### config.mk
export PLATFORM = sky130hd
export DESIGN_NAME = if_fetch_unit
export DESIGN_NICKNAME = d
export VERILOG_FILES = /design/src/rtl/if_fetch_unit_pkg.sv /design/src/rtl/if_fetch_unit_if_id_reg.sv /design/src/rtl/if_fetch_unit.sv
export SDC_FILE = /design/constraint.sdc
export NUM_CORES = 1
export LEC_CHECK = 0
export BUFFER_PORTS_ARGS = -buffer_cell sky130_fd_sc_hd__buf_2
export CAP_MARGIN = 20
export CORE_MARGIN = 2
export CORE_UTILIZATION = 30
export DETAILED_ROUTE_END_ITERATION = 10
export PLACE_DENSITY = 0.49
export RECOVER_POWER = 100
export SKIP_CTS_REPAIR_TIMING = 1
export SYNTH_ARGS = -nofsm -noshare
export SYNTH_HDL_FRONTEND = slang
export SYNTH_SLANG_ARGS = --single-unit
### constraint.sdc
create_clock -name clk -period 2.3 [get_ports clk]
set_clock_uncertainty 0.05 [all_clocks]
set_input_delay 0.115 -clock clk [delete_from_list [all_inputs] [get_ports clk]]
set_output_delay 0.115 -clock clk [all_outputs]
set_load 0.05 [all_outputs]
### src/rtl/if_fetch_unit_pkg.sv
// Shared constants, bus widths and state encodings for the instruction-fetch stage.
// Optional build macro honoured by users of this package: FETCH_ALIGN_CHECK_EN.
package if_fetch_unit_pkg;

  localparam int INST_ADDR_BUS = 32;
  localparam int INST_BUS      = 32;

  localparam logic [INST_BUS-1:0] ZERO_WORD    = '0;
  localparam logic                CHIP_ENABLE  = 1'b1;
  localparam logic                CHIP_DISABLE = 1'b0;

  localparam logic [INST_ADDR_BUS-1:0] DEFAULT_RESET_PC = 32'h0000_0000;

  typedef enum logic [1:0] {
    IF_IDLE = 2'd0,
    IF_RUN  = 2'd1,
    IF_HELD = 2'd2
  } ifState_e;

  function automatic logic [INST_ADDR_BUS-1:0] alignTarget(input logic [INST_ADDR_BUS-1:0] target);
    return {target[INST_ADDR_BUS-1:2], 2'b00};
  endfunction

endpackage

### src/rtl/if_fetch_unit_if_id_reg.sv
// IF/ID pipeline register: flush beats stall, stall beats load.
// With FETCH_ALIGN_CHECK_EN defined it also carries the misaligned-fetch flag.
module if_id_reg
  import if_fetch_unit_pkg::*;
(
  input  logic                     clk,
  input  logic                     rst_n,
  input  logic                     flush_i,
  input  logic                     stall_i,
  input  logic                     load_i,
  input  logic [INST_ADDR_BUS-1:0] pc_i,
  input  logic [INST_BUS-1:0]      inst_i,
`ifdef FETCH_ALIGN_CHECK_EN
  input  logic                     exc_i,
  output logic                     id_exc_o,
`endif
  output logic [INST_ADDR_BUS-1:0] id_pc_o,
  output logic [INST_BUS-1:0]      id_inst_o,
  output logic                     id_valid_o
);

  logic [INST_ADDR_BUS-1:0] idPc_q, idPc_d;
  logic [INST_BUS-1:0]      idInst_q, idInst_d;
  logic                     idValid_q, idValid_d;
`ifdef FETCH_ALIGN_CHECK_EN
  logic                     idExc_q, idExc_d;
`endif

  always_comb begin
    idPc_d    = idPc_q;
    idInst_d  = idInst_q;
    idValid_d = idValid_q;
`ifdef FETCH_ALIGN_CHECK_EN
    idExc_d   = idExc_q;
`endif
    if (flush_i) begin
      idPc_d    = '0;
      idInst_d  = ZERO_WORD;
      idValid_d = 1'b0;
`ifdef FETCH_ALIGN_CHECK_EN
      idExc_d   = 1'b0;
`endif
    end else if (!stall_i && load_i) begin
      idPc_d    = pc_i;
      idInst_d  = inst_i;
      idValid_d = 1'b1;
`ifdef FETCH_ALIGN_CHECK_EN
      idExc_d   = exc_i;
`endif
    end
  end

  always_ff @(posedge clk) begin
    if (!rst_n) begin
      idPc_q    <= '0;
      idInst_q  <= ZERO_WORD;
      idValid_q <= 1'b0;
`ifdef FETCH_ALIGN_CHECK_EN
      idExc_q   <= 1'b0;
`endif
    end else begin
      idPc_q    <= idPc_d;
      idInst_q  <= idInst_d;
      idValid_q <= idValid_d;
`ifdef FETCH_ALIGN_CHECK_EN
      idExc_q   <= idExc_d;
`endif
    end
  end

  assign id_pc_o    = idPc_q;
  assign id_inst_o  = idInst_q;
  assign id_valid_o = idValid_q;
`ifdef FETCH_ALIGN_CHECK_EN
  assign id_exc_o   = idExc_q;
`endif

endmodule

### src/rtl/if_fetch_unit.sv
// Instruction-fetch stage: owns the PC, drives the ROM, feeds IF/ID, parks redirects during stalls.
// Define FETCH_ALIGN_CHECK_EN to force-align redirect targets and flag them on id_exc_o.
module if_fetch_unit
  import if_fetch_unit_pkg::*;
#(
  parameter logic [INST_ADDR_BUS-1:0] RESET_PC = DEFAULT_RESET_PC,
  parameter logic [INST_ADDR_BUS-1:0] PC_STEP  = 32'd4
) (
  input  logic                     clk,
  input  logic                     rst_n,
  input  logic                     stall_i,
  input  logic                     flush_i,
  input  logic                     branch_flag_i,
  input  logic [INST_ADDR_BUS-1:0] branch_target_i,
  output logic [INST_ADDR_BUS-1:0] rom_addr_o,
  output logic                     rom_ce_o,
  input  logic [INST_BUS-1:0]      rom_data_i,
`ifdef FETCH_ALIGN_CHECK_EN
  output logic                     id_exc_o,
`endif
  output logic [INST_ADDR_BUS-1:0] id_pc_o,
  output logic [INST_BUS-1:0]      id_inst_o,
  output logic                     id_valid_o
);

  ifState_e                 state_q, state_d;
  logic [INST_ADDR_BUS-1:0] pc_q, pc_d;
  logic [INST_ADDR_BUS-1:0] pendTarget_q, pendTarget_d;
  logic                     redirect;
  logic [INST_ADDR_BUS-1:0] redirectTarget;
`ifdef FETCH_ALIGN_CHECK_EN
  logic                     excPend_q, excPend_d;
`endif

  // A pending redirect is represented by IF_HELD; a live branch outranks the parked target.
  always_comb begin
    state_d        = state_q;
    pc_d           = pc_q;
    pendTarget_d   = pendTarget_q;
    redirect       = 1'b0;
    redirectTarget = '0;
`ifdef FETCH_ALIGN_CHECK_EN
    excPend_d      = excPend_q;
`endif
    case (state_q)
      IF_IDLE: state_d = IF_RUN;
      IF_RUN, IF_HELD: begin
        if (stall_i) begin
          if (branch_flag_i) begin
            pendTarget_d = branch_target_i;
            state_d      = IF_HELD;
          end
        end else begin
          if (branch_flag_i) begin
            redirect       = 1'b1;
            redirectTarget = branch_target_i;
          end else if (state_q == IF_HELD) begin
            redirect       = 1'b1;
            redirectTarget = pendTarget_q;
          end
          state_d = IF_RUN;
`ifdef FETCH_ALIGN_CHECK_EN
          pc_d      = redirect ? alignTarget(redirectTarget) : pc_q + PC_STEP;
          excPend_d = redirect && (redirectTarget[1:0] != 2'b00);
`else
          pc_d      = redirect ? redirectTarget : pc_q + PC_STEP;
`endif
        end
      end
      default: state_d = IF_IDLE;
    endcase
  end

  always_ff @(posedge clk) begin
    if (!rst_n) begin
      state_q      <= IF_IDLE;
      pc_q         <= RESET_PC;
      pendTarget_q <= '0;
`ifdef FETCH_ALIGN_CHECK_EN
      excPend_q    <= 1'b0;
`endif
    end else begin
      state_q      <= state_d;
      pc_q         <= pc_d;
      pendTarget_q <= pendTarget_d;
`ifdef FETCH_ALIGN_CHECK_EN
      excPend_q    <= excPend_d;
`endif
    end
  end

  assign rom_ce_o   = (state_q != IF_IDLE) ? CHIP_ENABLE : CHIP_DISABLE;
  assign rom_addr_o = (rom_ce_o == CHIP_ENABLE) ? pc_q : '0;

  if_id_reg uIfIdReg (
    .clk        (clk),
    .rst_n      (rst_n),
    .flush_i    (flush_i),
    .stall_i    (stall_i),
    .load_i     (state_q != IF_IDLE),
    .pc_i       (pc_q),
    .inst_i     (rom_data_i),
`ifdef FETCH_ALIGN_CHECK_EN
    .exc_i      (excPend_q),
    .id_exc_o   (id_exc_o),
`endif
    .id_pc_o    (id_pc_o),
    .id_inst_o  (id_inst_o),
    .id_valid_o (id_valid_o)
  );

endmodule

## After elaboration in Yosys (flattened, before gate mapping)

Index checks and enable logic that the tools add are counted.

- Word-level logic and storage cells: 32
- Flip-flop bits (word level): 131
- Input bits: 69
- Output and inout bits: 98

- Equality and inequality tests: 3
- Mux-type cells: 12
- Reduce and logical (&&, ||, !) cells: 8
- Bitwise logic cells: 2
- Add/subtract/negate cells: 1

Operator list:

| operator | count |
|---|---|
| $mux 32 | 4 |
| $add 32x3->32 const B | 1 |
| $mux 1 | 5 |
| $mux 2 | 2 |
| $pmux 2 s2 | 1 |
| $reduce_or 2->1 | 2 |
| $ne 3x3->1 const B | 1 |
| $reduce_and 3->1 | 1 |
| $eq 2x1->1 const B | 1 |
| $eq 2x2->1 const B | 1 |
| $logic_not 2->1 | 1 |
| $not 1->1 | 2 |
| $reduce_and 2->1 | 1 |
| $reduce_bool 2->1 | 1 |
| $logic_and 1x1->1 | 1 |
| $logic_not 1->1 | 1 |

## Depth between registers and ports, before layout

- Depth in word-level cells: 6
- Mapped depth: 9

## Hierarchy

From an unflattened synthesis, not the netlist that was laid out.

- Cell total of the unflattened synthesis: 809
- Area total of the unflattened synthesis: 6020.8 µm²

Modules (own cells, without submodules):

| module | cells an instance | instances | sequential area each (µm²) | area each (µm²) |
|---|---|---|---|---|
| if_fetch_unit | 526 | 1 | 1321.3 | 3779.9 |
| if_id_reg | 283 | 1 | 1301.2 | 2240.9 |

## Worst setup path before layout

OpenSTA, ideal clock, no wires.

- Path kind: reg2reg
- From: register state_q[0]
- To: register pc_q[17]
- Setup slack: 450 ps
- Arrival: 1685 ps
- Period minus slack after synthesis: 1850 ps
- Cell stages (with the launch flop): 8
- Data required time: 2135 ps
- Buffers on the path: 2
- Cells stage by stage: dfxtp_1 inv_1 ha_1 nand2b_1 clkbuf_1 clkbuf_1 o21ai_0 o21a_1

- Longest elaborated chain between the ends: 6

RTL lines:

| element | line | source |
|---|---|---|
| start, declared | if_fetch_unit.sv:26 | `ifState_e state_q, state_d;` |
| start signal, assigned | if_fetch_unit.sv:83 | `state_q <= state_d;` |
| $eq 2x2->1 | if_fetch_unit.sv:45, if_fetch_unit.sv:57 |  |
| $mux 1 | if_fetch_unit.sv:57 | `end else if (state_q == IF_HELD) begin` |
| $mux 1 | if_fetch_unit.sv:54 | `if (branch_flag_i) begin` |
| $mux 1 | if_fetch_unit.sv:48 | `if (stall_i) begin` |
| $mux 1 | if_fetch_unit.sv:45 | `case (state_q)` |
| $mux 32 | if_fetch_unit.sv:66 | `pc_d = redirect ? redirectTarget : pc_q + PC_STEP;` |
| end signal, assigned | if_fetch_unit.sv:84 | `pc_q <= pc_d;` |
| end, declared | if_fetch_unit.sv:27 | `logic [INST_ADDR_BUS-1:0] pc_q, pc_d;` |

Several ways; a longest one is shown, not always the timed one. The select of a mux whose other input is x is not followed.
A chain may end at the register's enable or synchronous reset.

## Final worst setup path

- From: register state_q[0]
- To: output rom_addr_o[31]

- Longest elaborated chain between the ends: 3

RTL lines:

| element | line | source |
|---|---|---|
| $reduce_bool 2->1 | if_fetch_unit.sv:92 | `assign rom_ce_o = (state_q != IF_IDLE) ? CHIP_ENABLE : CHIP_DISABLE;` |
| $mux 1 | if_fetch_unit.sv:92 |  |
| $mux 32 | if_fetch_unit.sv:93 | `assign rom_addr_o = (rom_ce_o == CHIP_ENABLE) ? pc_q : '0;` |
| end, declared | if_fetch_unit.sv:15 | `output logic [INST_ADDR_BUS-1:0] rom_addr_o,` |

No other way between the ends.

==> reports/metrics.yaml <==
outcome:
  outcome: "complete, no violations"
cells_and_area:
  design_area_sq_mm: 0.008521
  drive_above_1_share_pct: 16.35
  area_delta_synth_final_pct: 39.12
  diodes: 0
  nNetsFinal: 1112
  n_fill_cell: 2117
  utilization_pct: 42.38
yosys:
  syn_avg_cell_area_sq_um: 7.533
  ys_seq_elements: 131
  synth.top_cells.by_count: "nand2_1 (251), dfxtp_1 (131), a21oi_1 (90)"
  yosysSeqAreaShare_pct: 42.82
  synth_area_leader_cell: "dfxtp_1"
  yosys_warnings: 0
  synth_area_sq_mm: 0.006125
  syn_inst: 813
  ys.flop_type: "dfxtp_1"
  synth_nets: 886
  async_reset_ff_share_pct: 0
  synth_edf_count: 0
  ys_types: 61
  synthMostInstantiatedCell: "nand2_1"
  ys_top_cells_by_area: "dfxtp_1 (43%), nand2_1 (15%), a21oi_1 (7.4%)"
  synth_top_area_share_pct: 42.82
floorplanning:
  die_y_microns: 146.9
  die_area_sq_mm: 0.02157
  fp.coreArea_sq_mm: 0.02010
  initial_core_util_pct: 30.46
  num_io_pins: 167
  rows: 52
  die_x_microns: 146.9
job:
  maxCapViolCount: 0
clocking:
  cts_max_level: 4
  cts-root-buf: "clkbuf_16"
  clockBufferDepth: 2
  cts_tree: "built"
  path_clk_slew_ns: 0.06
  clock_sinks: 131
  cts_buffers: 17
  insertion_delay_ns: 0.43
setup_path:
  cp-start-kind: "flip-flop"
  cp.required_ns: 2.13
  end_kind: "output port"
  crit_cells: 5
  critPathMaxStageDelay_ns: 0.51
  worstRegToRegCells: 8
  path_class: "reg -> out"
  crit_chain: "inv_1 -> ha_1 -> buf_4 -> nor2b_1 -> clkbuf_1"
  crit_buf_inv: 3
  cp_data_arrival_time_ns: 1.94
  path_delay_family: "buffers and inverters"
  cp_max_fo: 8
  crit_slowest_cell: "clkbuf_1"
worst_hold_path:
  hp-class: "in -> reg"
  min_path_cells: 2
drt:
  dr.pass1.iters: 5
  wirelength_microns: 20610
  route.antenna.remaining_nets: 0
  wl_per_cell_microns: 15.59
  routed-via-count: 6408
  remaining_drc_errors: 0
  first_iter_violations: 426
  viasPerCell: 4.847
global_route:
  grt_pass1_vias: 5672
  grt_pass1_wl_microns: 31750
  grt_max_degree: 65
  antenna_found_initial: 0
  track_usage_pct: 18.68
  overflow: 0
placed_design:
  gp_congestion: 0.8234
  io_buffers: 166
  dpl_cell_area_sq_mm: 0.007420
  place_hpwl_microns: 14250
timing:
  min_period_over_period_pct: 91.34
  maxSlewViolCount: 0
  relSlewSlack_pct: 49.81
  fmax_mhz: 476.0
  setup-tns-final_ns: 0
  rsz0062_at_grt: "false"
  setup_viol: 0
  hold_violations: 0
  period_minus_slack_ns: 2.101
  worst_slew_pin_slew_ns: 0.7528
power_and_ir_drop:
  vdd_ir_drop_max_mv: 0.5029
  power_density_mw_per_mm2: 732.8
  p_leak_nw: 3.135
cell families after synthesis:
group | share of synthesized area, %
buf+inv | 4.453
flops | 42.82
mux | 1.164
compound gates | 21.51
xor+xnor | 0.7150
fa+ha+maj | 0.8172
simple gates | 28.52
placed cells by master, fill, tap and decap left out, types with 3 or more instances in the layout:
cell	count
a22oi_1	5
dlygate4sd3_1	65
nor3_1	12
nand2b_1	4
clkbuf_16	17
clkbuf_2	30
inv_6	7
o21a_1	3
ha_1	4
nor2_1	26
nor2b_1	32
o211ai_1	12
nand3_1	16
buf_4	21
a31oi_1	6
mux2i_1	6
xor2_1	4
a21oi_1	90
o311ai_0	4
o21ai_0	31
o31a_1	3
nand2_1	251
and3_1	11
clkinv_4	4
and2_1	3
inv_1	9
and4_1	5
or3_1	3
nand4_1	6
dfxtp_1	131
buf_12	5
a21boi_0	34
buf_2	69
clkbuf_1	77
cell type report:
type / instances / area, sq um / share of cell area (%)
multi-input cells: 612 / 3223 / 37.83
flip-flops and latches: 131 / 2623 / 30.78
repair buffers: 268 / 1700 / 19.96
clock buffers: 18 / 439.2 / 5.154
well taps: 270 / 337.8 / 3.965
clock inverters: 14 / 163.9 / 1.924
inverters: 9 / 33.78 / 0.3965
per-layer routing:
layer  GRT usage (%)  routed length [microns]  share of wire [%]
met5               0                        0                  0
met4           6.408                      384                1.9
met3           4.379                     1252                6.1
met2           26.08                     8631                 42
met1           27.94                    10340                 50
worst register-to-register path, cell delays in order (launching register included):
cell and delay (ns):
dfxtp_1 0.35, inv_1 0.07, ha_1 0.36, nor2b_1 0.22, clkbuf_1 0.28, nand2_1 0.11, clkbuf_2 0.19, nor4_1 0.25
a211o_1 0.14
path summary, 6_finish.rpt:
path	start	endpoint	slack, ns
min	rst_n	state_q[0]	0.11
max reg2reg	state_q[1]	pc_q[30]	0.23
max	state_q[0]	rom_addr_o[31]	0.20
min reg2reg	uIfIdReg.id_pc_o[5]	uIfIdReg.id_pc_o[5]	0.40
metrics by stage:
stage	setup WS (ns)	instances	hold WS, ns	power, mW
after floorplan	0.4501	813	0.2010	3.077
after global placement	0.2964	1225	0.3084	3.464
after detailed placement	0.2088	1225	0.3114	3.458
after CTS	0.1942	1257	-0.1481	6.260
after global routing	0.03136	1322	0.09803	6.522
final	0.1992	1322	0.1127	6.244
sequential cells by signal (all words and copies together), names as in the netlist:
register,flops
pc_q,32
pendTarget_q,32
state_q,2
uIfIdReg.id_inst_o,32
uIfIdReg.id_pc_o,32
uIfIdReg.id_valid_o,1
power by group:
part / switching, mW / leakage [nW] / internal (mW)
combinational: 0.645 / 1.78 / 0.359
sequential: 0.104 / 1.06 / 2.36
clock: 1.12 / 0.293 / 1.65
total: 1.87 / 3.14 / 4.37
No activity file was read; power rests on OpenSTA's default activity.
